### src/rtl/matrix_pkg.sv
// rtl/matrix_pkg.sv - shared types and flat-image indexing for the matrix transport path
package matrix_pkg;

  // Receive-side FSM: gathering beats, or holding a complete matrix.
  typedef enum logic {
    COLLECT = 1'b0,
    FULL    = 1'b1
  } state_e;

  // Number of beats that carry one full matrix.
  function automatic int num_beats(input int width, input int height, input int beat_elems);
    return (width * height) / beat_elems;
  endfunction

  // Row-major flat index convention, common to flattener and unflattener:
  // element e lives at A[e / width][e % width].
  function automatic int flat_index(input int row, input int col, input int width);
    return row * width + col;
  endfunction

  function automatic int flat_row(input int e, input int width);
    return e / width;
  endfunction

  function automatic int flat_col(input int e, input int width);
    return e % width;
  endfunction

endpackage

### src/rtl/matrix_unflattener_if.sv
// rtl/matrix_unflattener_if.sv - beat input stream and held matrix output bundle
interface matrix_unflattener_if #(
  parameter int WIDTH      = 8,
  parameter int HEIGHT     = 4,
  parameter int P          = 8,
  parameter int BEAT_ELEMS = 8
);

  logic [BEAT_ELEMS*P-1:0] in_data;
  logic                    in_valid;
  logic                    in_ready;
  logic                    in_last;
  logic signed [P-1:0]     A [HEIGHT][WIDTH];
  logic                    out_valid;
  logic                    out_ready;
  logic                    err;

  // Producer of beats and consumer of matrices.
  modport master (
    output in_data, in_valid, in_last, out_ready,
    input  in_ready, A, out_valid, err
  );

  // The unflattener itself.
  modport slave (
    input  in_data, in_valid, in_last, out_ready,
    output in_ready, A, out_valid, err
  );

endinterface

### src/rtl/matrix_unflattener.sv
// rtl/matrix_unflattener.sv - beat-stream to held matrix deserializer (optional MATRIX_UNFLATTENER_LAST_CHECK_EN framing check)
module matrix_unflattener
  import matrix_pkg::*;
#(
  parameter int WIDTH      = 8,
  parameter int HEIGHT     = 4,
  parameter int P          = 8,
  parameter int BEAT_ELEMS = 8
) (
  input logic                clk,
  input logic                rst_n,
  matrix_unflattener_if.slave bus
);

  localparam int NUM_BEATS = num_beats(WIDTH, HEIGHT, BEAT_ELEMS);
  localparam int CW        = (NUM_BEATS > 1) ? $clog2(NUM_BEATS) : 1;
  localparam logic [CW-1:0] LAST_BEAT = CW'(NUM_BEATS - 1);

  if ((WIDTH * HEIGHT) % BEAT_ELEMS != 0) begin : g_bad_beat_elems
    $error("BEAT_ELEMS must divide WIDTH*HEIGHT exactly");
  end

  state_e              state, state_n;
  logic [CW-1:0]       beat_cnt, cnt_n;
  logic                wr_en;
  logic signed [P-1:0] mat [HEIGHT][WIDTH];

`ifdef MATRIX_UNFLATTENER_LAST_CHECK_EN
  logic err_q, err_n;
`else
  logic unused_last;
  assign unused_last = bus.in_last;
`endif

  // Handshake outputs come straight from the state register, so out_ready
  // never reaches in_ready combinationally.
  assign bus.in_ready  = (state == COLLECT);
  assign bus.out_valid = (state == FULL);
  assign bus.A         = mat;

  // State and beat counter registers.
  always_ff @(posedge clk) begin
    if (!rst_n) begin
      state    <= COLLECT;
      beat_cnt <= '0;
    end else begin
      state    <= state_n;
      beat_cnt <= cnt_n;
    end
  end

  // Next-state, counter advance and framing-error decisions.
  always_comb begin
    state_n = state;
    cnt_n   = beat_cnt;
    wr_en   = 1'b0;
`ifdef MATRIX_UNFLATTENER_LAST_CHECK_EN
    err_n   = err_q;
`endif
    case (state)
      COLLECT: begin
        if (bus.in_valid) begin
          wr_en = 1'b1;
          if (beat_cnt == LAST_BEAT) begin
            cnt_n   = '0;
            state_n = FULL;
`ifdef MATRIX_UNFLATTENER_LAST_CHECK_EN
            // Missing in_last is flagged, but the matrix still completes.
            if (!bus.in_last) err_n = 1'b1;
`endif
          end else begin
`ifdef MATRIX_UNFLATTENER_LAST_CHECK_EN
            // Early in_last: flag it and restart framing at beat 0.
            if (bus.in_last) begin
              err_n = 1'b1;
              cnt_n = '0;
            end else begin
              cnt_n = beat_cnt + CW'(1);
            end
`else
            cnt_n = beat_cnt + CW'(1);
`endif
          end
        end
      end
      FULL: begin
        if (bus.out_ready) state_n = COLLECT;
      end
      default: state_n = COLLECT;
    endcase
  end

  // Matrix register: each element is owned by exactly one beat slot, so an
  // accepted beat overwrites only its own BEAT_ELEMS elements.
  always_ff @(posedge clk) begin
    if (!rst_n) begin
      for (int r = 0; r < HEIGHT; r++) begin
        for (int c = 0; c < WIDTH; c++) begin
          mat[r][c] <= '0;
        end
      end
    end else if (wr_en) begin
      for (int r = 0; r < HEIGHT; r++) begin
        for (int c = 0; c < WIDTH; c++) begin
          if (beat_cnt == CW'(flat_index(r, c, WIDTH) / BEAT_ELEMS)) begin
            mat[r][c] <= bus.in_data[(BEAT_ELEMS - (flat_index(r, c, WIDTH) % BEAT_ELEMS))*P-1 -: P];
          end
        end
      end
    end
  end

`ifdef MATRIX_UNFLATTENER_LAST_CHECK_EN
  // Sticky framing error, cleared only by reset.
  always_ff @(posedge clk) begin
    if (!rst_n) err_q <= 1'b0;
    else        err_q <= err_n;
  end
  assign bus.err = err_q;
`else
  assign bus.err = 1'b0;
`endif

endmodule
### src/flat_wrapper.sv
// flat-port wrapper written by rule: the top's interface ports become plain ports
module matrix_unflattener_flat import matrix_pkg::*;
#(
  parameter int WIDTH      = 8,
  parameter int HEIGHT     = 4,
  parameter int P          = 8,
  parameter int BEAT_ELEMS = 8
)
  (clk, rst_n, bus_in_data, bus_in_valid, bus_in_last, bus_out_ready, bus_in_ready, bus_A, bus_out_valid, bus_err);
  matrix_unflattener_if #(.WIDTH(WIDTH), .HEIGHT(HEIGHT), .P(P), .BEAT_ELEMS(BEAT_ELEMS)) bus_i ();
  input logic clk;
  input logic rst_n;
  input wire logic [$bits(bus_i.in_data)-1:0] bus_in_data;
  input wire logic [$bits(bus_i.in_valid)-1:0] bus_in_valid;
  input wire logic [$bits(bus_i.in_last)-1:0] bus_in_last;
  input wire logic [$bits(bus_i.out_ready)-1:0] bus_out_ready;
  output wire logic [$bits(bus_i.in_ready)-1:0] bus_in_ready;
  output wire logic [$bits(bus_i.A)-1:0] bus_A;
  output wire logic [$bits(bus_i.out_valid)-1:0] bus_out_valid;
  output wire logic [$bits(bus_i.err)-1:0] bus_err;
  assign bus_i.in_data = bus_in_data;
  assign bus_i.in_valid = bus_in_valid;
  assign bus_i.in_last = bus_in_last;
  assign bus_i.out_ready = bus_out_ready;
  assign bus_in_ready = bus_i.in_ready;
  assign bus_A = {>>{bus_i.A}};
  assign bus_out_valid = bus_i.out_valid;
  assign bus_err = bus_i.err;
  matrix_unflattener #(.WIDTH(WIDTH), .HEIGHT(HEIGHT), .P(P), .BEAT_ELEMS(BEAT_ELEMS)) u_core (.clk(clk), .rst_n(rst_n), .bus(bus_i));
endmodule
### config.mk
export PLATFORM = sky130hd
export DESIGN_NAME = matrix_unflattener_flat
export DESIGN_NICKNAME = d
export VERILOG_FILES = /design/src/rtl/matrix_pkg.sv /design/src/rtl/matrix_unflattener_if.sv /design/src/rtl/matrix_unflattener.sv /design/src/flat_wrapper.sv
export SDC_FILE = /design/constraint.sdc
export NUM_CORES = 1
export LEC_CHECK = 0
export ABC_AREA = 1
export CAP_MARGIN = 10
export CORE_MARGIN = 5
export CORE_UTILIZATION = 24
export CTS_CLUSTER_SIZE = 28
export DETAILED_ROUTE_END_ITERATION = 12
export GPL_ROUTABILITY_DRIVEN = 1
export PLACE_DENSITY = 0.53
export SYNTH_ARGS = -nofsm -noshare
export SYNTH_HDL_FRONTEND = slang
export SYNTH_SLANG_ARGS = --single-unit
### constraint.sdc
create_clock -name clk -period 1.6 [get_ports clk]
set_input_delay 0.24 -clock clk [delete_from_list [all_inputs] [get_ports clk]]
set_output_delay 0.24 -clock clk [all_outputs]
set_load 0.02 [all_outputs]
==> flow_metrics.tcl, run 1 <==
set metrics [dict create \
    max-cap-violations 0 \
    layout_worst_path_cycle_share_pct 96.5 \
    areaGrowthSynthToFinish_pct 45.6 \
    dp_hpwl_mm 23.3 \
    crit_slowest_cell "dlygate4sd2_1" \
    critPathRequiredTime_ps 1360 \
    clock-root-buffer "clkbuf_16" \
    cts_tree "done" \
    cp-startpoint "u_core.bus.A[183]" \
    die_x_um 220 \
    holdPathEnd "u_core.bus.out_valid" \
    drive_gt1_share_pct 4.36 \
    portBuffers 325 \
    setup_violations 0 \
    synthTopCellsByCount "516 x nor2_1, 515 x nand2_1, 261 x inv_1" \
    avgSynthCellArea_um2 6.40 \
    viasPerCell 3.86 \
    status "completed" \
    min_period_ps 1540 \
    r2r-start "u_core.beat_cnt[0]" \
    fin_worst_skew_ps 13.0 \
    clkLatencyLatePin_ps 560 \
    cts.sinks 259 \
    routedWlPerCell_um 13.5 \
    synth_cell_types 14 \
    rr_worst_depth 7 \
    yosys_warnings 0 \
    cp_num_buf_inv 1 \
    yosys_register_bits 259 \
    rows 76 \
    nets 2021 \
    min_path_type "in -> reg" \
    critPathMaxFanout 2 \
    cts_max_path_buffers 3 \
    whs_ps 346 \
    htreeDepth 1 \
    drt_iter0_drc 484 \
    grt_max_degree 77 \
    ys_seq_area_share_pct 49.1 \
    crit_family "buffers and inverters" \
    grt_pass1_wl_mm 52.4 \
    fillers 4712 \
    grt_pass1_vias 9316 \
    critPathLaunchType "flop" \
    cts_buffers 31 \
    reg2reg_slack_ps 180 \
    yosysTopAreaCell "dfxtp_1" \
    start_util_pct 24.4 \
    power_density_nw_per_um2 1100 \
    tns_ps 0 \
    crit_chain "dlygate4sd2_1" \
    place_area_um2 14500 \
    diodes 0 \
    ant_nets 0 \
    drt-total-wl_mm 34.5 \
    worstReg2RegEnd "u_core.bus.A[193]" \
    slew_violations 0 \
    drc 0 \
    fin_area_um2 15400 \
    worst_slack_ps 56.6 \
    synth-edff-count 0 \
    preCtsSetupSlack_ps -41.9 \
    synth_top_area_share_pct 49.1 \
    grt_use_total_pct 13.5 \
    synth_nets 1723 \
    die_y_um 220 \
    io_pins 328 \
    crit_type "reg -> out" \
    async_flop_share_pct 0 \
    hold_viol 0 \
    overflow 0 \
    fmax_ghz 0.648 \
    ir_drop_v 0.000733 \
    synth_area_um2 10600 \
    cp-end-kind "primary output" \
    p_leak_nw 8.86 \
    die_area_um2 48300 \
    synthTopCellsByArea "dfxtp_1 49%, nor2_1 18%, nand2_1 18%, inv_1 9.3%, buf_2 3.7%" \
    antenna_found_initial 0 \
    core-area_um2 43300 \
    cpPeakStageDelay_ps 410 \
    path_clk_slew_ps 60 \
    globalplace.congestion 0.777 \
    netlist_instances 1650 \
    drt_pass1_iterations 4 \
    vias 9860 \
    worstHoldStart "bus_out_ready" \
    whs_path_depth 3 \
    ys.flop_type "dfxtp_1" \
    rsz0062_at_grt "no" \
    arrival_ps 1300 \
    yosysMostFrequentCell "nor2_1" \
]
-- stage by stage --
step | utilization, % | cells | total power [mW]
floorplan | - | 1650 | 8.68
global placement | 33.6 | 2495 | 10.1
detailed placement | 33.6 | 2495 | 10.1
CTS | 35.3 | 2552 | 17.3
global route | 35.5 | 2556 | 17.9
finish | 35.5 | 2556 | 17.0
-- timing repair --
action / CTS / global route
pin swaps: 0 / 1
hold endpoints to repair: 2 / 0
hold buffers: 1 / 0
cloned: 0 / 3
setup endpoints to repair: 258 / 35
resized for setup: 263 / 11
buffers inserted: 0 / 1
-- metal layers --
metal | wire length [um] | up-vias | share of wire, % | GRT usage, %
met3 | 3040 | 47 | 8.8 | 4.96
met2 | 15600 | 230 | 45 | 22.6
met1 | 15100 | 4315 | 44 | 16.6
met5 | 0 | - | 0 | 0
met4 | 772 | 0 | 2.2 | 3.06
li1 | - | 5268 | - | -
-- logic make-up (layout without fill, tap and decap cells) --
| logic type | Yosys count | after routing | synth area share [%] |
|---|---|---|---|
| AOI/OAI and AO/OA | 3 | 3 | 0.142 |
| DFF | 259 | 259 | 49.1 |
| buffers and inverters | 347 | 668 | 13.3 |
| and+or+nand+nor | 1036 | 1036 | 36.9 |
| adders and majority gates | 4 | 4 | 0.474 |
| other | 1 | 1 | 0.0355 |
-- power breakdown --
group / switching [mW] / total [mW] / internal, mW
clock: 2.84 / 7.27 / 4.43
sequential: 0.187 / 7.04 / 6.85
combinational: 1.68 / 2.65 / 0.973
-- how the worst max path moves through the flow --
stage / cells past startpoint / slack, ps / endpoint
5_1_grt: 1 / 1 / bus_A[191]
6_report: 1 / 60 / bus_A[183]
3_3_place_gp: 7 / -50 / u_core.bus.A[50]
4_1_cts: 2 / -10 / bus_in_ready
2_1_floorplan: 7 / 230 / u_core.bus.A[0]
3_5_place_dp: 7 / -40 / u_core.bus.A[52]
-- placed cells by master (no fill, tap or decap), drive strengths merged --
| cell type | Yosys | routed |
|---|---|---|
| dlygate4sd3 | 0 | 1 |
| clkinvlp | 0 | 2 |
| o21ai | 1 | 1 |
| dlygate4sd2 | 0 | 248 |
| bufinv | 0 | 3 |
| dfxtp | 259 | 259 |
| ha | 4 | 4 |
| conb | 1 | 1 |
| clkbuf | 7 | 50 |
| clkinv | 0 | 6 |
| clkdlybuf4s50 | 0 | 66 |
| nand2 | 515 | 515 |
| a21oi | 2 | 2 |
| clkdlybuf4s15 | 0 | 8 |
| or2 | 1 | 1 |
| nand3 | 4 | 4 |
| inv | 261 | 261 |
| buf | 79 | 23 |
| nor2 | 516 | 516 |
-- sequential cells by signal, indices dropped and copies added, names as in the netlist --
register / cells
u_core.bus.A: 256
u_core.bus.out_valid: 1
u_core.beat_cnt: 2
-- cell type report --
cell class              count  area [um2]  share of cell area (%)
clock buffers              45         918                    5.98
well taps                 585         732                    4.76
clock inverters            11         135                   0.879
inverters                 261         980                    6.38
multi-input cells        1044        4020                    26.1
repair buffers            351        3400                    22.1
flip-flops and latches    259        5190                    33.7
Note: power is estimated with default switching activity, not from simulation.
==> run 2: changes to the inputs <==
- CTS_CLUSTER_DIAMETER: not set -> 80
==> run 2 against run 1 <==
Routed wire length fell by 0.71%. Sequential share of layout area rose by 0.62 points. Combinational power about the same. Final cell count down 0.74%. Die area stayed put. Setup slack worse by 5.9 ps. Global-route usage shrank 0.14 points. Critical path type unchanged. Highest routed layer unchanged.
==> flow_metrics.tcl, run 2 (synthesis gave the netlist of run 1 again) <==
set metrics [dict create \
    instances_no_fill 2537 \
    critPathLaunchType "flop" \
    rows 76 \
    crit_family "buffers and inverters" \
    fin_worst_skew_ps 23.2 \
    drc 0 \
    dp_cells 2495 \
    final_common_cell "nor2_1" \
    cts_tree "done" \
    seq_area_um2 5190 \
    drt_pass1_iterations 5 \
    r2r-start "u_core.beat_cnt[0]" \
    p_leak_nw 8.73 \
    tns_ps 0 \
    fmax_ghz 0.645 \
    min_period_ps 1550 \
    ir_drop_v 0.000626 \
    layout_common_cells "516 x nor2_1, 515 x nand2_1, 261 x inv_1" \
    grt_pass1_wl_mm 51.9 \
    grt_use_total_pct 13.3 \
    drt_iter0_drc 423 \
    crit_type "reg -> out" \
    p_int_mw 10.6 \
    die_area_um2 48300 \
    crit_end "bus_out_valid" \
    power_frac_comb_pct 17.1 \
    grt_use_met2_pct 22.5 \
    met3_usage_pct 4.22 \
    crit_chain "clkdlybuf4s15_1" \
    setup_violations 0 \
    fillers 4722 \
    grtUsageMet1_pct 16.5 \
    hold_viol 0 \
    critPathMaxFanout 3 \
    cp-end-kind "primary output" \
    status "completed" \
    rr_worst_depth 7 \
    globalplace.congestion 0.777 \
    worstReg2RegEnd "u_core.bus.A[193]" \
    critPathRequiredTime_ps 1360 \
    whs_ps 358 \
    cp-startpoint "u_core.bus.out_valid" \
    die_y_um 220 \
    p_seq_share_pct 45.3 \
    ant_nets 0 \
    largest_reg_flops 256 \
    crit_slowest_cell "clkdlybuf4s15_1" \
    routedWlPerCell_um 13.5 \
    rsz0062_at_grt "no" \
    slew_violations 0 \
    reg2reg_slack_ps 170 \
    dp_hpwl_mm 23.3 \
    drive_gt1_share_pct 3.54 \
    cpPeakStageDelay_ps 400 \
    nets 2010 \
    min_path_type "in -> reg" \
    htreeDepth 1 \
    path_clk_slew_ps 90 \
    grt_pass1_vias 9244 \
    io_pins 328 \
    p_switching_mw 4.94 \
    cp_num_buf_inv 1 \
    max-cap-violations 0 \
    p_sw_share_pct 31.9 \
    areaGrowthSynthToFinish_pct 43.0 \
    multi_input_area_um2 4020 \
    drt-total-wl_mm 34.3 \
    power_density_nw_per_um2 1030 \
    grt_max_degree 77 \
    cp.depth 1 \
    grt-busiest-layer "met2" \
    start_util_pct 24.4 \
    portBuffers 325 \
    layout_worst_path_cycle_share_pct 96.8 \
    clkLatencyLatePin_ps 550 \
    overflow 0 \
    core-area_um2 43300 \
    cts_max_path_buffers 3 \
    die_x_um 220 \
    cts.sinks 259 \
    vias 9803 \
    arrival_ps 1310 \
    cts_buffers 20 \
    viasPerCell 3.86 \
    p_clk_share_pct 37.6 \
    antenna_found_initial 1 \
    clock-root-buffer "clkbuf_16" \
]
run 2: repair_timing:
item                       in CTS  in global routing
gates cloned                    0                  3
setup endpoints to repair     258                 34
pin swaps                       0                  1
setup buffers                   0                  1
hold endpoints to repair        2                  0
resized for setup             261                  4
hold buffers                    1                  0
run 2: layer usage:
metal / up-vias / wire (um)
met3: 33 / 2710
met4: 0 / 723
met5: - / 0
met2: 218 / 15700
li1: 5233 / -
met1: 4319 / 15200
run 2: power by group through the flow:
stage | logic [mW] | clock network, mW | registers, mW
after floorplan | 1.01 | 0 | 7.67
after global placement | 2.89 | 0 | 7.18
after detailed placement | 2.92 | 0 | 7.20
after CTS | 2.67 | 6.08 | 7.04
after global routing | 2.96 | 6.32 | 7.09
final | 2.65 | 5.82 | 7.03
run 2: tightest hold or removal path: stages:
cell,delay [ps]
clkdlybuf4s50_1,460
nor2_1,120
nor2_1,50
run 2: cell type report:
| class | count | share of cell area, % |
|---|---|---|
| Sequential cell | 259 | 34.4 |
| Multi-Input combinational cell | 1044 | 26.6 |
| Timing Repair Buffer | 351 | 22.6 |
| Inverter | 261 | 6.49 |
| Tap cell | 585 | 4.85 |
| Clock buffer | 20 | 3.32 |
| Clock inverter | 16 | 1.80 |
| Antenna cell | 1 | 0.0166 |
run 2: stage by stage:
stage	utilization, %	instance area (um2)	worst slack [ps]	total power, mW
finish	34.9	15100	50.6	15.5
global route	34.9	15100	4.79	16.4
CTS	34.6	15000	15.1	15.8
detailed placement	33.6	14500	-41.9	10.1
global placement	33.6	14500	-51.5	10.1
floorplan	-	10600	229	8.68
run 2: worst min path at each step:
stage	start	to	slack, ps	depth (start not counted)
6_report	bus_in_data[43]	u_core.bus.A[235]	360	3
3_5_place_dp	u_core.bus.A[1]	u_core.bus.A[1]	500	4
5_1_grt	bus_out_ready	u_core.bus.out_valid	350	3
2_1_floorplan	bus_in_data[0]	u_core.bus.A[0]	370	2
4_1_cts	bus_in_data[43]	u_core.bus.A[235]	320	3
3_3_place_gp	u_core.bus.A[68]	u_core.bus.A[68]	500	4
